[config.mk]
export PLATFORM = sky130hd
export DESIGN_NAME = instr_loader_flat
export DESIGN_NICKNAME = d
export VERILOG_FILES = /design/src/rtl/instr_loader_if.sv /design/src/rtl/instr_loader.sv /design/src/flat_wrapper.sv
export SDC_FILE = /design/constraint.sdc
export NUM_CORES = 1
export LEC_CHECK = 0
export BUFFER_PORTS_ARGS = -buffer_cell sky130_fd_sc_hd__clkbuf_2
export CELL_PAD_IN_SITES_DETAIL_PLACEMENT = 1
export CELL_PAD_IN_SITES_GLOBAL_PLACEMENT = 1
export CORE_MARGIN = 1.5
export CORE_UTILIZATION = 39
export CTS_BUF_LIST = sky130_fd_sc_hd__clkbuf_4 sky130_fd_sc_hd__clkbuf_8 sky130_fd_sc_hd__clkbuf_16
export DETAILED_ROUTE_END_ITERATION = 12
export HOLD_SLACK_MARGIN = 0.05
export MAX_ROUTING_LAYER = met4
export PLACE_DENSITY = 0.86
export SKIP_LAST_GASP = 1
export SLEW_MARGIN = 20
export SYNTH_ARGS = -nofsm -noshare
export SYNTH_HDL_FRONTEND = slang
export SYNTH_SLANG_ARGS = --single-unit
[constraint.sdc]
create_clock -name i_clk -period 2.3 [get_ports i_clk]
set_input_delay 0.46 -clock i_clk [delete_from_list [all_inputs] [get_ports i_clk]]
set_output_delay 0.46 -clock i_clk [all_outputs]
set_load 0.01 [all_outputs]
[src/rtl/instr_loader_if.sv]
// Request, instruction-memory write and status signals of the instruction loader.
interface instr_loader_if;
    logic        i_start;
    logic [31:0] i_base_addr;
    logic        i_valid;
    logic        o_ready;
    logic [2:0]  i_type;
    logic [4:0]  i_rd;
    logic [4:0]  i_rs1;
    logic [4:0]  i_rs2;
    logic [2:0]  i_funct3;
    logic [6:0]  i_funct7;
    logic [31:0] i_imm;
    logic        i_last;
    logic        o_we;
    logic [31:0] o_waddr;
    logic [31:0] o_wdata;
    logic [15:0] o_count;
    logic        o_busy;
    logic        o_done;
    logic        o_err;

    modport master (
        output i_start, i_base_addr, i_valid, i_type, i_rd, i_rs1, i_rs2,
               i_funct3, i_funct7, i_imm, i_last,
        input  o_ready, o_we, o_waddr, o_wdata, o_count, o_busy, o_done, o_err
    );

    modport slave (
        input  i_start, i_base_addr, i_valid, i_type, i_rd, i_rs1, i_rs2,
               i_funct3, i_funct7, i_imm, i_last,
        output o_ready, o_we, o_waddr, o_wdata, o_count, o_busy, o_done, o_err
    );
endinterface

[src/rtl/instr_loader.sv]
// Encodes RV32I instruction requests and writes them one per two cycles into
// instruction memory starting at a session base address.
module instr_loader #(
    parameter int MAX_WORDS = 64
) (
    input  logic           i_clk,
    input  logic           i_rst_n,
    instr_loader_if.slave  bus
);
    typedef enum logic [2:0] {IDLE, ACCEPT, WRITE, DONE, ERR} state_t;

    localparam logic [15:0] MAX_COUNT = 16'(MAX_WORDS);

    state_t      r_state;
    logic [31:0] r_addr;
    logic        r_last;
    logic        r_we;
    logic        r_ready;
    logic        r_busy;
    logic        r_done;
    logic        r_err;
    logic [31:0] r_waddr;
    logic [31:0] r_wdata;
    logic [15:0] r_count;

    logic [31:0] w_word;
    logic        w_reject;
    logic        w_handshake;
    logic        w_unused;

    assign w_handshake = bus.i_valid && r_ready;
    assign w_unused    = ^bus.i_imm[31:21];

    // NOTE: every variable gets a default first so no path leaves it unassigned (no latch).
    always_comb begin
        w_word   = '0;
        w_reject = 1'b0;
        case (bus.i_type)
            3'd0: w_word = {bus.i_imm[11:0], bus.i_rs1, bus.i_funct3, bus.i_rd, 7'b0000011};
            3'd1: w_word = {bus.i_imm[11:5], bus.i_rs2, bus.i_rs1, bus.i_funct3,
                            bus.i_imm[4:0], 7'b0100011};
            3'd2: w_word = {bus.i_funct7, bus.i_rs2, bus.i_rs1, bus.i_funct3, bus.i_rd,
                            7'b0110011};
            3'd3: begin
                w_word   = {bus.i_imm[12], bus.i_imm[10:5], bus.i_rs2, bus.i_rs1, bus.i_funct3,
                            bus.i_imm[4:1], bus.i_imm[11], 7'b1100011};
                w_reject = bus.i_imm[0];
            end
            3'd4: w_word = {bus.i_imm[11:0], bus.i_rs1, bus.i_funct3, bus.i_rd, 7'b0010011};
            3'd5: begin
                w_word   = {bus.i_imm[20], bus.i_imm[10:1], bus.i_imm[11], bus.i_imm[19:12],
                            bus.i_rd, 7'b1101111};
                w_reject = bus.i_imm[0];
            end
            default: w_reject = 1'b1;
        endcase
        if (r_count == MAX_COUNT) w_reject = 1'b1;
    end

    // NOTE: state registers use non-blocking assignments so all of them update together at the edge.
    always_ff @(posedge i_clk or negedge i_rst_n) begin
        if (!i_rst_n) begin
            r_state <= IDLE;
            r_addr  <= '0;
            r_last  <= 1'b0;
            r_we    <= 1'b0;
            r_ready <= 1'b0;
            r_busy  <= 1'b0;
            r_done  <= 1'b0;
            r_err   <= 1'b0;
            r_waddr <= '0;
            r_wdata <= '0;
            r_count <= '0;
        end else begin
            r_we <= 1'b0;
            if (bus.i_start) begin
                r_state <= ACCEPT;
                r_addr  <= bus.i_base_addr;
                r_count <= '0;
                r_ready <= 1'b1;
                r_busy  <= 1'b1;
                r_done  <= 1'b0;
                r_err   <= 1'b0;
            end else begin
                case (r_state)
                    ACCEPT: begin
                        if (w_handshake) begin
                            r_ready <= 1'b0;
                            if (w_reject) begin
                                r_state <= ERR;
                                r_busy  <= 1'b0;
                                r_err   <= 1'b1;
                            end else begin
                                // Address and count advance as the write is issued.
                                r_state <= WRITE;
                                r_we    <= 1'b1;
                                r_waddr <= r_addr;
                                r_wdata <= w_word;
                                r_last  <= bus.i_last;
                                r_addr  <= r_addr + 32'd4;
                                r_count <= r_count + 16'd1;
                            end
                        end
                    end
                    WRITE: begin
                        if (r_last) begin
                            r_state <= DONE;
                            r_busy  <= 1'b0;
                            r_done  <= 1'b1;
                        end else begin
                            r_state <= ACCEPT;
                            r_ready <= 1'b1;
                        end
                    end
                    default: ;
                endcase
            end
        end
    end

    // A restart during WRITE must suppress the pending write in that same cycle.
    assign bus.o_we    = r_we && !bus.i_start;
    assign bus.o_ready = r_ready;
    assign bus.o_busy  = r_busy;
    assign bus.o_done  = r_done;
    assign bus.o_err   = r_err;
    assign bus.o_waddr = r_waddr;
    assign bus.o_wdata = r_wdata;
    assign bus.o_count = r_count;
endmodule

[src/flat_wrapper.sv]
// flat-port wrapper written by rule: the top's interface ports become plain ports
module instr_loader_flat 
#(
    parameter int MAX_WORDS = 64
)
  (i_clk, i_rst_n, bus_i_start, bus_i_base_addr, bus_i_valid, bus_i_type, bus_i_rd, bus_i_rs1, bus_i_rs2, bus_i_funct3, bus_i_funct7, bus_i_imm, bus_i_last, bus_o_ready, bus_o_we, bus_o_waddr, bus_o_wdata, bus_o_count, bus_o_busy, bus_o_done, bus_o_err);
  instr_loader_if bus_i ();
  input  logic i_clk;
  input  logic i_rst_n;
  input wire logic [$bits(bus_i.i_start)-1:0] bus_i_start;
  input wire logic [$bits(bus_i.i_base_addr)-1:0] bus_i_base_addr;
  input wire logic [$bits(bus_i.i_valid)-1:0] bus_i_valid;
  input wire logic [$bits(bus_i.i_type)-1:0] bus_i_type;
  input wire logic [$bits(bus_i.i_rd)-1:0] bus_i_rd;
  input wire logic [$bits(bus_i.i_rs1)-1:0] bus_i_rs1;
  input wire logic [$bits(bus_i.i_rs2)-1:0] bus_i_rs2;
  input wire logic [$bits(bus_i.i_funct3)-1:0] bus_i_funct3;
  input wire logic [$bits(bus_i.i_funct7)-1:0] bus_i_funct7;
  input wire logic [$bits(bus_i.i_imm)-1:0] bus_i_imm;
  input wire logic [$bits(bus_i.i_last)-1:0] bus_i_last;
  output wire logic [$bits(bus_i.o_ready)-1:0] bus_o_ready;
  output wire logic [$bits(bus_i.o_we)-1:0] bus_o_we;
  output wire logic [$bits(bus_i.o_waddr)-1:0] bus_o_waddr;
  output wire logic [$bits(bus_i.o_wdata)-1:0] bus_o_wdata;
  output wire logic [$bits(bus_i.o_count)-1:0] bus_o_count;
  output wire logic [$bits(bus_i.o_busy)-1:0] bus_o_busy;
  output wire logic [$bits(bus_i.o_done)-1:0] bus_o_done;
  output wire logic [$bits(bus_i.o_err)-1:0] bus_o_err;
  assign bus_i.i_start = bus_i_start;
  assign bus_i.i_base_addr = bus_i_base_addr;
  assign bus_i.i_valid = bus_i_valid;
  assign bus_i.i_type = bus_i_type;
  assign bus_i.i_rd = bus_i_rd;
  assign bus_i.i_rs1 = bus_i_rs1;
  assign bus_i.i_rs2 = bus_i_rs2;
  assign bus_i.i_funct3 = bus_i_funct3;
  assign bus_i.i_funct7 = bus_i_funct7;
  assign bus_i.i_imm = bus_i_imm;
  assign bus_i.i_last = bus_i_last;
  assign bus_o_ready = bus_i.o_ready;
  assign bus_o_we = bus_i.o_we;
  assign bus_o_waddr = bus_i.o_waddr;
  assign bus_o_wdata = bus_i.o_wdata;
  assign bus_o_count = bus_i.o_count;
  assign bus_o_busy = bus_i.o_busy;
  assign bus_o_done = bus_i.o_done;
  assign bus_o_err = bus_i.o_err;
  instr_loader #(.MAX_WORDS(MAX_WORDS)) u_core (.i_clk(i_clk), .i_rst_n(i_rst_n), .bus(bus_i));
endmodule
==> results by group <==
Status
  • Outcome: finished, final reports clean

Logic synthesis
  • Distinct cell type count after synthesis: 56
  • Synth warn: 0
  • Cell taking the most area after synthesis: dfrtp_1
  • Syn Std Cell Area: 5973 um^2
  • EDFF count, synth: 0
  • Mapped Avg Cell Area: 10.26 um^2
  • Synthesized net count: 682
  • Synth async-reset ratio: 100.0%
  • Post-Synthesis Cells: 582
  • Synthesized flop and latch total: 119
  • Yosys top cell area share: 49.85%
  • Seq/Total Area, Yosys: 49.85%
  • Synth area leaders: dfrtp_1 (50%), mux2_1 (6.6%), a22oi_1 (4.1%)
  • Top_reg_cell synth: dfrtp_1

Placed design
  • Dpl cell area: 7229 um^2
  • Placement Setup Slack: 0.01238 ns
  • Buffers added on ports: 170
  • GPL Wtd Cong: 0.8042
  • Post-DP HPWL: 12570 um
  • Placed Cells: 938

Cells and area
  • Area growth, synth to finish: 31.59%
  • Final Cell Area: 7860 um^2
  • Fillers: 1736
  • Final Util: 52.09%
  • Share of cells above drive strength 1: 33.63%
  • Multi-input gate area: 2816 um^2
  • Seq. cell area: 2978 um^2
  • Non-Filler Instances: 973
  • Commonest non-fill, non-tap cell in the layout: clkbuf_2
  • Most frequent cells in the layout: clkbuf_2 (168), dfrtp_1 (119), nor2_1 (62)
  • Nets: 872
  • Antenna diodes: 0

Worst setup path
  • CP arrival: 2.54 ns
  • Critical-path maximum fanout: 21
  • R2R setup slack: 0.1 ns
  • Setup crit start kind: register
  • Critical path class: reg2reg
  • Crit path capture type: register
  • WP data required: 2.64 ns

Power
  • Worst vdd ir: 0.4976 mV
  • Pleak: 3.575 nW
  • Power density over the cells: 959.3 nW/um^2

STA
  • Final Hold Viols: 0
  • Worst-margin pin slew: 0.5129 ns
  • Clock skew: 0.009152 ns
  • Final worst setup slack: 0.09871 ns
  • Tcrit/Tclk final: 95.71%
  • Final TNS setup: 0 ns
  • Maximum clock rate: 454.3 MHz
  • Max-slew headroom: 65.81%
  • Max-slew violations: 0
  • Min cycle time layout: 2.201 ns
  • Final setup viols: 0
  • RSZ-0062 raised after global routing: true

Clock tree
  • Num CTS Buffers: 17
  • CTS max path bufs: 2
  • Clock-pin transition on the worst setup and hold timing paths: 0.06 ns
  • Clk root buf: clkbuf_16
  • Clock Sinks: 119
  • CTS tree: built
  • Clk Latency, worst-skew pair: 0.42 ns
  • # H-tree levels: 4

Route
  • DRT iter0 DRCs: 291
  • DR pass1 iterations: 4
  • Drt wl/cell: 18.22 um
  • Via-to-Cell Ratio: 5.536
  • WL final: 17730 um
  • # DRC: 0
  • Final ANT Viol Nets: 0
  • Via count: 5387

Floorplan
  • Height of the die: 126.8 um
  • Initial Util: 39.59%
  • Core Rows: 45
  • Die area: 16070 um^2
  • I/O pin total: 182
  • Die width: 126.8 um
  • Core area: 15090 um^2

Global routing
  • Total gr overflow: 0
  • Gr usage total: 23.28%
  • Vias in the first global route: 5639
  • Pin count of the biggest net entering global routing: 58
  • First-pass GRT wire length: 28660 um
  • Initial antenna violation count: 0

Hold path
  • HP Class: in2reg

Job
  • Max-cap violations: 0
==> cell type report <==
class / instances / area share, %
clock inverter: 12 / 1.640
clock buffer: 20 / 5.778
timing repair buffer: 209 / 15.49
inverter: 8 / 0.3820
multi-input combinational: 417 / 35.83
sequential: 119 / 37.89
tap: 188 / 2.993
==> critical path, cell delays in order, from the launching register on <==
cell and delay, ns:
dfrtp_1 0.44, nand4b_2 0.30, a211o_1 0.37, nor3_4 0.29
buf_12 0.21, buf_4 0.24, nor2_1 0.09, a21oi_1 0.14
==> where the power goes <==
group	total [mW]	internal [mW]	switching, mW
logic	1.86	0.853	1.01
clock network	2.61	1.64	0.973
registers	3.07	2.68	0.386
total	7.54	5.17	2.37
==> routing by layer <==
layer,vias to the layer above,routed length [um],GRT usage (%)
li1,2501,-,-
met1,2682,7453,27.50
met2,163,8995,38.80
met3,41,742,4.091
met4,0,535,11.10
met5,-,0,-
==> final timing paths <==
kind / cells past startpoint / start / endpoint
max reg2reg: 7 / u_core.r_state[2] / u_core.bus.o_wdata[13]
min: 3 / bus_i_base_addr[3] / u_core.r_addr[3]
max: 7 / u_core.r_state[2] / u_core.bus.o_wdata[13]
min in group asynchronous: 2 / i_rst_n / u_core.r_addr[5]
max in group asynchronous: 3 / i_rst_n / u_core.bus.o_wdata[9]
min reg2reg: 1 / u_core.bus.o_waddr[28] / u_core.bus.o_waddr[28]
==> kinds of logic (layout without fill, tap and decap cells) <==
| logic type | Yosys count | in the layout | synth area share (%) |
|---|---|---|---|
| and+or+nand+nor | 234 | 234 | 21.62 |
| buffers and inverters | 46 | 249 | 3.414 |
| AOI/OAI and AO/OA | 110 | 110 | 12.46 |
| DFF | 119 | 119 | 49.85 |
| xor gates and xnor gates | 24 | 24 | 3.519 |
| muxes | 46 | 46 | 8.504 |
| adders and majority gates | 3 | 3 | 0.6285 |
==> per-stage QoR <==
step / hold WS (ns) / power, mW
floorplan: 0.1644 / 4.002
global placement: 0.4654 / 4.849
detailed placement: 0.4708 / 4.966
CTS: 0.2423 / 7.621
global route: 0.2530 / 7.929
finish: 0.2559 / 7.540
==> state kept, by name, summed over array words and instances, names as in the netlist <==
register            flops
u_core.bus.o_done       1
u_core.bus.o_count     16
u_core.r_we             1
u_core.bus.o_busy       1
u_core.r_last           1
u_core.bus.o_wdata     30
u_core.bus.o_ready      1
u_core.bus.o_waddr     32
u_core.bus.o_err        1
u_core.r_state          3
u_core.r_addr          32
==> Yosys cell counts (4+ instances only) <==
| cell type | count |
|---|---|
| a21oi_1 | 35 |
| a221o_1 | 6 |
| a22oi_1 | 33 |
| and2_1 | 5 |
| and3_1 | 4 |
| and4_1 | 7 |
| buf_2 | 9 |
| clkbuf_1 | 21 |
| dfrtp_1 | 119 |
| inv_1 | 8 |
| mux2_1 | 35 |
| mux2i_1 | 8 |
| nand2_1 | 43 |
| nand3_1 | 20 |
| nand4_1 | 17 |
| nor2_1 | 62 |
| nor2b_1 | 19 |
| nor3_1 | 13 |
| nor3b_1 | 5 |
| nor4_1 | 7 |
| nor4_2 | 5 |
| o21ai_0 | 15 |
| o21ai_1 | 4 |
| or4_1 | 7 |
| xnor2_1 | 15 |
| xor2_1 | 9 |
==> what timing repair did <==
item	4_1_cts	5_1_grt
setup endpoints to repair	1	14
hold buffers	1	0
hold endpoints to repair	37	0
pin swaps	0	2
buffers inserted	0	2
resized for setup	1	4
No activity file was read; power rests on OpenSTA's default activity.
